--- src/rtl/hp_arbiter_seq.sv ---
// rtl/hp_arbiter_seq.sv - round-robin HP update sequencer with saturating damage/heal
// Requests run IDLE -> CALC -> WRITE; a zero HP write parks the sequencer in HALT.
module hp_arbiter_seq #(
    parameter int HP_W      = 8,
    parameter int P_MAX_HP  = 100,
    parameter int AI_MAX_HP = 100
) (
    input  logic            clk,
    input  logic            reset,
    input  logic            load_hp,
    input  logic            p_req,
    input  logic            p_op,
    input  logic [HP_W-1:0] p_amt,
    output logic            p_ack,
    input  logic            ai_req,
    input  logic            ai_op,
    input  logic [HP_W-1:0] ai_amt,
    output logic            ai_ack,
    output logic [HP_W-1:0] p_hp,
    output logic [HP_W-1:0] ai_hp,
    output logic            p_dead,
    output logic            ai_dead,
    output logic            busy
);

    typedef enum logic [1:0] {IDLE, CALC, WRITE, HALT} state_t;

    localparam logic [HP_W-1:0] P_MAX  = HP_W'(P_MAX_HP);
    localparam logic [HP_W-1:0] AI_MAX = HP_W'(AI_MAX_HP);

    state_t          state;
    logic            lat_id;      // 0 = player, 1 = AI
    logic            lat_op;
    logic [HP_W-1:0] lat_amt;
    logic [HP_W-1:0] hold;
    logic            last_grant;  // 0 = player, 1 = AI

    logic            grant_ai;
    logic            tgt_ai;
    logic [HP_W-1:0] old_hp;
    logic [HP_W-1:0] max_hp;
    logic [HP_W:0]   sum;
    logic [HP_W-1:0] new_val;

    // AI wins when it requests alone, or on a tie when the player was granted last
    assign grant_ai = ai_req && (!p_req || !last_grant);

    // Damage hits the opponent, heal hits the requester itself
    assign tgt_ai = ~(lat_id ^ lat_op);
    assign old_hp = tgt_ai ? ai_hp : p_hp;
    assign max_hp = tgt_ai ? AI_MAX : P_MAX;
    assign sum    = {1'b0, old_hp} + {1'b0, lat_amt};

    always_comb begin
        new_val = '0;
        if (lat_op) begin
            new_val = (sum > {1'b0, max_hp}) ? max_hp : sum[HP_W-1:0];
        end else if (lat_amt < old_hp) begin
            new_val = old_hp - lat_amt;
        end
    end

    assign busy   = (state != IDLE);
    assign p_ack  = (state == WRITE) && !lat_id && !load_hp;
    assign ai_ack = (state == WRITE) &&  lat_id && !load_hp;

    always_ff @(posedge clk or posedge reset) begin
        if (reset) begin
            state      <= IDLE;
            lat_id     <= 1'b0;
            lat_op     <= 1'b0;
            lat_amt    <= '0;
            hold       <= '0;
            last_grant <= 1'b1;
            p_hp       <= P_MAX;
            ai_hp      <= AI_MAX;
            p_dead     <= 1'b0;
            ai_dead    <= 1'b0;
        end else if (load_hp) begin
            state   <= IDLE;
            p_hp    <= P_MAX;
            ai_hp   <= AI_MAX;
            p_dead  <= 1'b0;
            ai_dead <= 1'b0;
        end else begin
            case (state)
                IDLE: begin
                    if (p_req || ai_req) begin
                        lat_id  <= grant_ai;
                        lat_op  <= grant_ai ? ai_op  : p_op;
                        lat_amt <= grant_ai ? ai_amt : p_amt;
                        state   <= CALC;
                    end
                end
                CALC: begin
                    hold  <= new_val;
                    state <= WRITE;
                end
                WRITE: begin
                    last_grant <= lat_id;
                    if (tgt_ai) ai_hp <= hold;
                    else        p_hp  <= hold;
                    if (hold == '0) begin
                        if (tgt_ai) ai_dead <= 1'b1;
                        else        p_dead  <= 1'b1;
                        state <= HALT;
                    end else begin
                        state <= IDLE;
                    end
                end
                default: state <= HALT;
            endcase
        end
    end

endmodule

--- config.mk ---
export PLATFORM = sky130hd
export DESIGN_NAME = hp_arbiter_seq
export DESIGN_NICKNAME = d
export VERILOG_FILES = /design/src/rtl/hp_arbiter_seq.sv
export SDC_FILE = /design/constraint.sdc
export NUM_CORES = 1
export LEC_CHECK = 0
export BUFFER_PORTS_ARGS = -buffer_cell sky130_fd_sc_hd__clkbuf_2
export CAP_MARGIN = 10
export CORE_MARGIN = 3
export CORE_UTILIZATION = 57
export DETAILED_ROUTE_END_ITERATION = 8
export GPL_TIMING_DRIVEN = 0
export PLACE_DENSITY = 0.77
export REMOVE_ABC_BUFFERS = 1
export SYNTH_ARGS = -nofsm -noshare
export SYNTH_HDL_FRONTEND = slang
export SYNTH_SLANG_ARGS = --single-unit
--- constraint.sdc ---
create_clock -name clk -period 3.82 [get_ports clk]
set_input_delay 0.573 -clock clk [delete_from_list [all_inputs] [get_ports clk]]
set_output_delay 0.573 -clock clk [all_outputs]
set_load 0.01 [all_outputs]
**Yosys cells after proc, flatten, opt, wreduce, memory -nomap -nowiden**

Cells that the tools add are included.

- Flip-flop bits (word level): 39
- Word-level logic and storage cells: 68

- $add $sub $neg: 2
- $lt $le $gt $ge: 2
- Eq/ne operators: 4
- Mux-type cells: 24
- Bitwise logic cells: 2
- Reductions and logical operators: 24

Operators by type and width:

| operator | number |
|---|---|
| $mux W8 | 11 |
| $add A8 B8 Y9 | 1 |
| $gt A9 B7 Y1 const B | 1 |
| $mux W1 | 9 |
| $reduce_and A3 Y1 | 3 |
| $logic_not A8 Y1 | 1 |
| $lt A8 B8 Y1 | 1 |
| $reduce_and A2 Y1 | 4 |
| $reduce_bool A2 Y1 | 4 |
| $sub A8 B8 Y8 | 1 |
| $mux W2 | 3 |
| $pmux W2 S3 | 1 |
| $logic_and A1 B1 Y1 | 5 |
| $logic_not A1 Y1 | 4 |
| $ne A3 B3 Y1 const B | 1 |
| $eq A2 B1 Y1 const B | 1 |
| $eq A2 B2 Y1 const B | 1 |
| $logic_not A2 Y1 | 1 |
| $logic_or A1 B1 Y1 | 2 |
| $ne A2 B2 Y1 const B | 1 |
| $not A1 Y1 | 1 |
| $xor A1 B1 Y1 | 1 |

**Longest topological paths before layout**

- Depth in word-level cells: 6
- Gate-level depth with buffers: 13

**Worst setup path before layout**

No wires, ideal clock.

- Path kind: reg2reg
- Start: register lat_op
- End: register hold[5]
- Arrival time: 3.124 ns
- Data required time: 3.738 ns
- Setup slack: 0.614 ns
- Stages on the path, launching flop included: 12
- Buffers on the path: 2
- Cells stage by stage: dfrtp_1 > buf_2 > xor2_1 > buf_1 > mux2_2 > ha_1 > or3_4 > a2111oi_4 > nor3_2 > mux2_4 > a41o_1 > a31oi_1

- Cells in the longest elaborated chain, start to end: 6
- Elaborated cells between the ends (all ways): 9
- Those cells by class: 2 x add/sub; 2 x order compare; 4 x mux; 1 x bitwise

RTL lines:

| what | RTL line | RTL |
|---|---|---|
| from (decl) | 33 | `logic lat_op;` |
| from (signal assigned) | 90 | `lat_op <= grant_ai ? ai_op : p_op;` |
| $xor A1 B1 Y1 | 49 | `assign tgt_ai = ~(lat_id ^ lat_op);` |
| $mux W8 | 50 | `assign old_hp = tgt_ai ? ai_hp : p_hp;` |
| $add A8 B8 Y9 | 52 | `assign sum = {1'b0, old_hp} + {1'b0, lat_amt};` |
| $gt A9 B7 Y1 | 57 | `new_val = (sum > {1'b0, max_hp}) ? max_hp : sum[HP_W-1:0];` |
| $mux W8 | 57 |  |
| $mux W8 (*) | 56 | `if (lat_op) begin` |
| to (signal assigned) | 96 | `hold <= new_val;` |
| to (decl) | 35 | `logic [HP_W-1:0] hold;` |

Every way passes the cells marked *; elsewhere a longest branch is shown, timed or not.
A chain may end at the register's enable or synchronous reset.

**Final worst setup path**

- Start: register lat_op
- End: register hold[2]

The elaborated chain is that of the path after synthesis.

==> results.yml <==
run_status:
  outcome: "complete, no violations"
critical_path:
  cp-start-kind: "flop"
  path_max_fanout: 14
  critPathArrivalTime_ns: 3.71
  worst_setup_path_end_kind: "flop"
  worst_path_required_time_ns: 4.00
  worstSetupPathType: "flop to flop"
timing:
  finalMaxSlewViolations: 0
  tightestPinTransition_ns: 1.11
  hold_ws_ns: 0.431
  post-route-period-util_pct: 92.4
  finalHoldViolCount: 0
  rsz0062_at_grt: "false"
  max_freq_mhz: 283
  finalWorstPathRequiredPeriod_ns: 3.53
  max_slew_margin_pct: 25.8
  clock_skew_ns: 0.0107
  setup_viol: 0
final_layout:
  fin_cells: 378
  layout_area_overhead_pct: 13.4
  design.final.nets: 366
  num-fill-cells: 382
  layout_commonest_cell: "sky130_fd_sc_hd__clkbuf_2"
  most-common-layout-cells: "sky130_fd_sc_hd__clkbuf_2 (43), sky130_fd_sc_hd__nor2_1 (34), sky130_fd_sc_hd__dfrtp_1 (31)"
  antenna_cells: 0
  final_layout_size_suffix_gt1_share_pct: 25.2
clocking:
  postCtsSetupRepairBufs: 0
  htree_num_levels: 2
  cts_max_path_buffers: 2
  clock_sink_count: 39
  cts_made_buffers: 5
  clock_latency_ns: 0.29
  clk_pin_slew_ns: 0.08
  tritoncts_clock_tree: "done"
  clockRootBuffer: "sky130_fd_sc_hd__clkbuf_8"
place:
  globalplace.congestion: 0.876
  detailed_place_hpwl_mm: 4.48
  placement.io_buffers: 43
  place_inst: 370
run:
  cap_viol_max_count: 0
die:
  floorplan.rows: 24
  die_area_um2: 5550
  initial_core_util_pct: 60.2
  core_area_um2: 4440
  top_level_ports: 44
  die_h_um: 74.5
  fp.dieW_um: 74.5
synthesis:
  synth_cell_type_count: 54
  mapped_cell_area_um2: 2670
  asyncSetResetFlopFracSynth_pct: 100
  ys_seq_elements: 39
  synth_cells: 287
  synth_enable_flop_cells: 0
  yosys_most_used_dff: "sky130_fd_sc_hd__dfrtp_1"
  synth_seq_area_share_pct: 36.8
  yosysWarnings: 0
  avgSynthCellArea_um2: 9.32
global_routing:
  track_usage_pct: 23.2
  antenna_found_initial: 0
  grt_first_pass_wirelength_mm: 9.84
  grt_overflow_total: 0
  grt_max_degree: 40
  first_global_vias: 2079
power_and_ir_drop:
  report.power.total_mw: 1.39
  p_per_area_nw_per_um2: 459
  irDropWorstVdd_v: 0.000340
  leakagePower_nw: 1.37
route:
  via_per_inst: 5.90
  detail_route.wirelength_mm: 6.03
  vias: 2231
  remaining_drc_errors: 0
  drt_iter0_drc: 167
  detail_route.wirelength.met1_mm: 2.68
  met3_wirelength_um: 318
  route.top_layer_used: "met4"
  route.antenna.remaining_nets: 0
  drt_first_pass_iters: 4
  wire_per_inst_um: 15.9
  route.met2.wl_mm: 2.94
worst_hold_path:
  hp-class: "primary input to asynchronous set/reset pin"
[state kept, by name, indices dropped and copies added, names as in the netlist]
name	cells
ai_dead	1
ai_hp	8
hold	8
last_grant	1
lat_amt	8
lat_id	1
lat_op	1
p_dead	1
p_hp	8
state	2
[metal layers]
| layer | vias up | GRT usage (%) |
|---|---|---|
| met5 | - | 0 |
| met4 | 0 | 7.11 |
| met3 | 6 | 3.92 |
| met2 | 67 | 37.8 |
| met1 | 1057 | 31.7 |
| li1 | 1101 | - |
[metrics by stage]
| stage | setup WS, ns | instance area, um^2 | TNS (ns) | utilization (%) |
|---|---|---|---|---|
| detailed placement | -0.195 | 2920 | -0.580 | 65.6 |
| finish | 0.291 | 3030 | 0 | 68.2 |
| floorplan | 0.430 | 2620 | 0 | - |
| global route | 0.108 | 3030 | 0 | 68.2 |
| global placement | -0.224 | 2900 | -0.853 | 65.3 |
| CTS | 0.0650 | 3010 | 0 | 67.8 |
[cell usage after synthesis (3+ instances only)]
library cell	count	share of area, %
sky130_fd_sc_hd__nor2_1	34	4.8
sky130_fd_sc_hd__dfrtp_1	32	30
sky130_fd_sc_hd__a21oi_1	23	4.3
sky130_fd_sc_hd__nand2_1	21	2.9
sky130_fd_sc_hd__ha_1	16	7.5
sky130_fd_sc_hd__mux2i_1	16	6.0
sky130_fd_sc_hd__inv_1	15	2.1
sky130_fd_sc_hd__nor2b_1	10	2.3
sky130_fd_sc_hd__mux2_2	9	3.8
sky130_fd_sc_hd__nand2b_1	9	2.1
sky130_fd_sc_hd__clkbuf_1	8	1.1
sky130_fd_sc_hd__a31oi_1	7	1.6
sky130_fd_sc_hd__dfstp_2	7	6.9
sky130_fd_sc_hd__o21ai_0	6	1.1
sky130_fd_sc_hd__a211o_1	5	1.6
sky130_fd_sc_hd__xnor2_1	5	1.6
sky130_fd_sc_hd__nor3b_1	4	1.1
sky130_fd_sc_hd__a211oi_1	3	0.84
sky130_fd_sc_hd__buf_1	3	0.42
sky130_fd_sc_hd__nand3b_1	3	0.84
sky130_fd_sc_hd__nor3_1	3	0.56
sky130_fd_sc_hd__o2111ai_1	3	0.98
sky130_fd_sc_hd__xor2_1	3	0.98
[path summary, 6_finish.rpt]
check,start,endpoint,slack [ns],cells after the start
max in group asynchronous,reset,lat_op,2.83,2
min in group clk,p_dead,p_dead,0.50,2
max reg2reg,lat_op,hold[2],0.29,9
max,lat_op,hold[2],0.29,9
min,reset,p_dead,0.43,2
min reg2reg,p_dead,p_dead,0.50,2
[worst max-delay path, cell delays in order (launching register included)]
cell and delay [ns]:
sky130_fd_sc_hd__dfrtp_2 0.52, sky130_fd_sc_hd__xor2_4 0.37, sky130_fd_sc_hd__mux2_2 0.41, sky130_fd_sc_hd__ha_1 0.47
sky130_fd_sc_hd__or2_2 0.36, sky130_fd_sc_hd__a2111oi_0 0.50, sky130_fd_sc_hd__a211oi_1 0.16, sky130_fd_sc_hd__o31ai_1 0.19
sky130_fd_sc_hd__o21ai_0 0.14, sky130_fd_sc_hd__o31a_1 0.30
[where the power goes]
group	internal, mW	switching (mW)	total [mW]
Combinational	0.246	0.309	0.555
Sequential	0.480	0.0783	0.558
Clock	0.146	0.133	0.279
Total	0.871	0.520	1.39
[final cells by class]
class / count / area [um^2] / area share, %
inverter: 15 / 56.3 / 1.86
timing repair buffer: 44 / 223 / 7.35
multi-input combinational: 220 / 1610 / 53.1
tap: 52 / 65.1 / 2.15
sequential: 39 / 986 / 32.5
clock inverter: 1 / 5.00 / 0.165
clock buffer: 7 / 86.3 / 2.85
[cells by family after synthesis]
kind of cell | share of synthesized area (%)
fa+ha+maj | 8.98
compound gates | 18.0
mux | 10.3
buf+inv | 4.02
flops | 36.8
xor+xnor | 2.62
simple gates | 19.2
[what timing repair did]
| action | 4_1_cts | 5_1_grt |
|---|---|---|
| hold buffers | 0 | 0 |
| endpoints found under the setup margin | 7 | 7 |
| pin swaps | 0 | 0 |
| gates resized for setup | 1 | 3 |
Note: power is estimated with default switching activity, not from simulation.
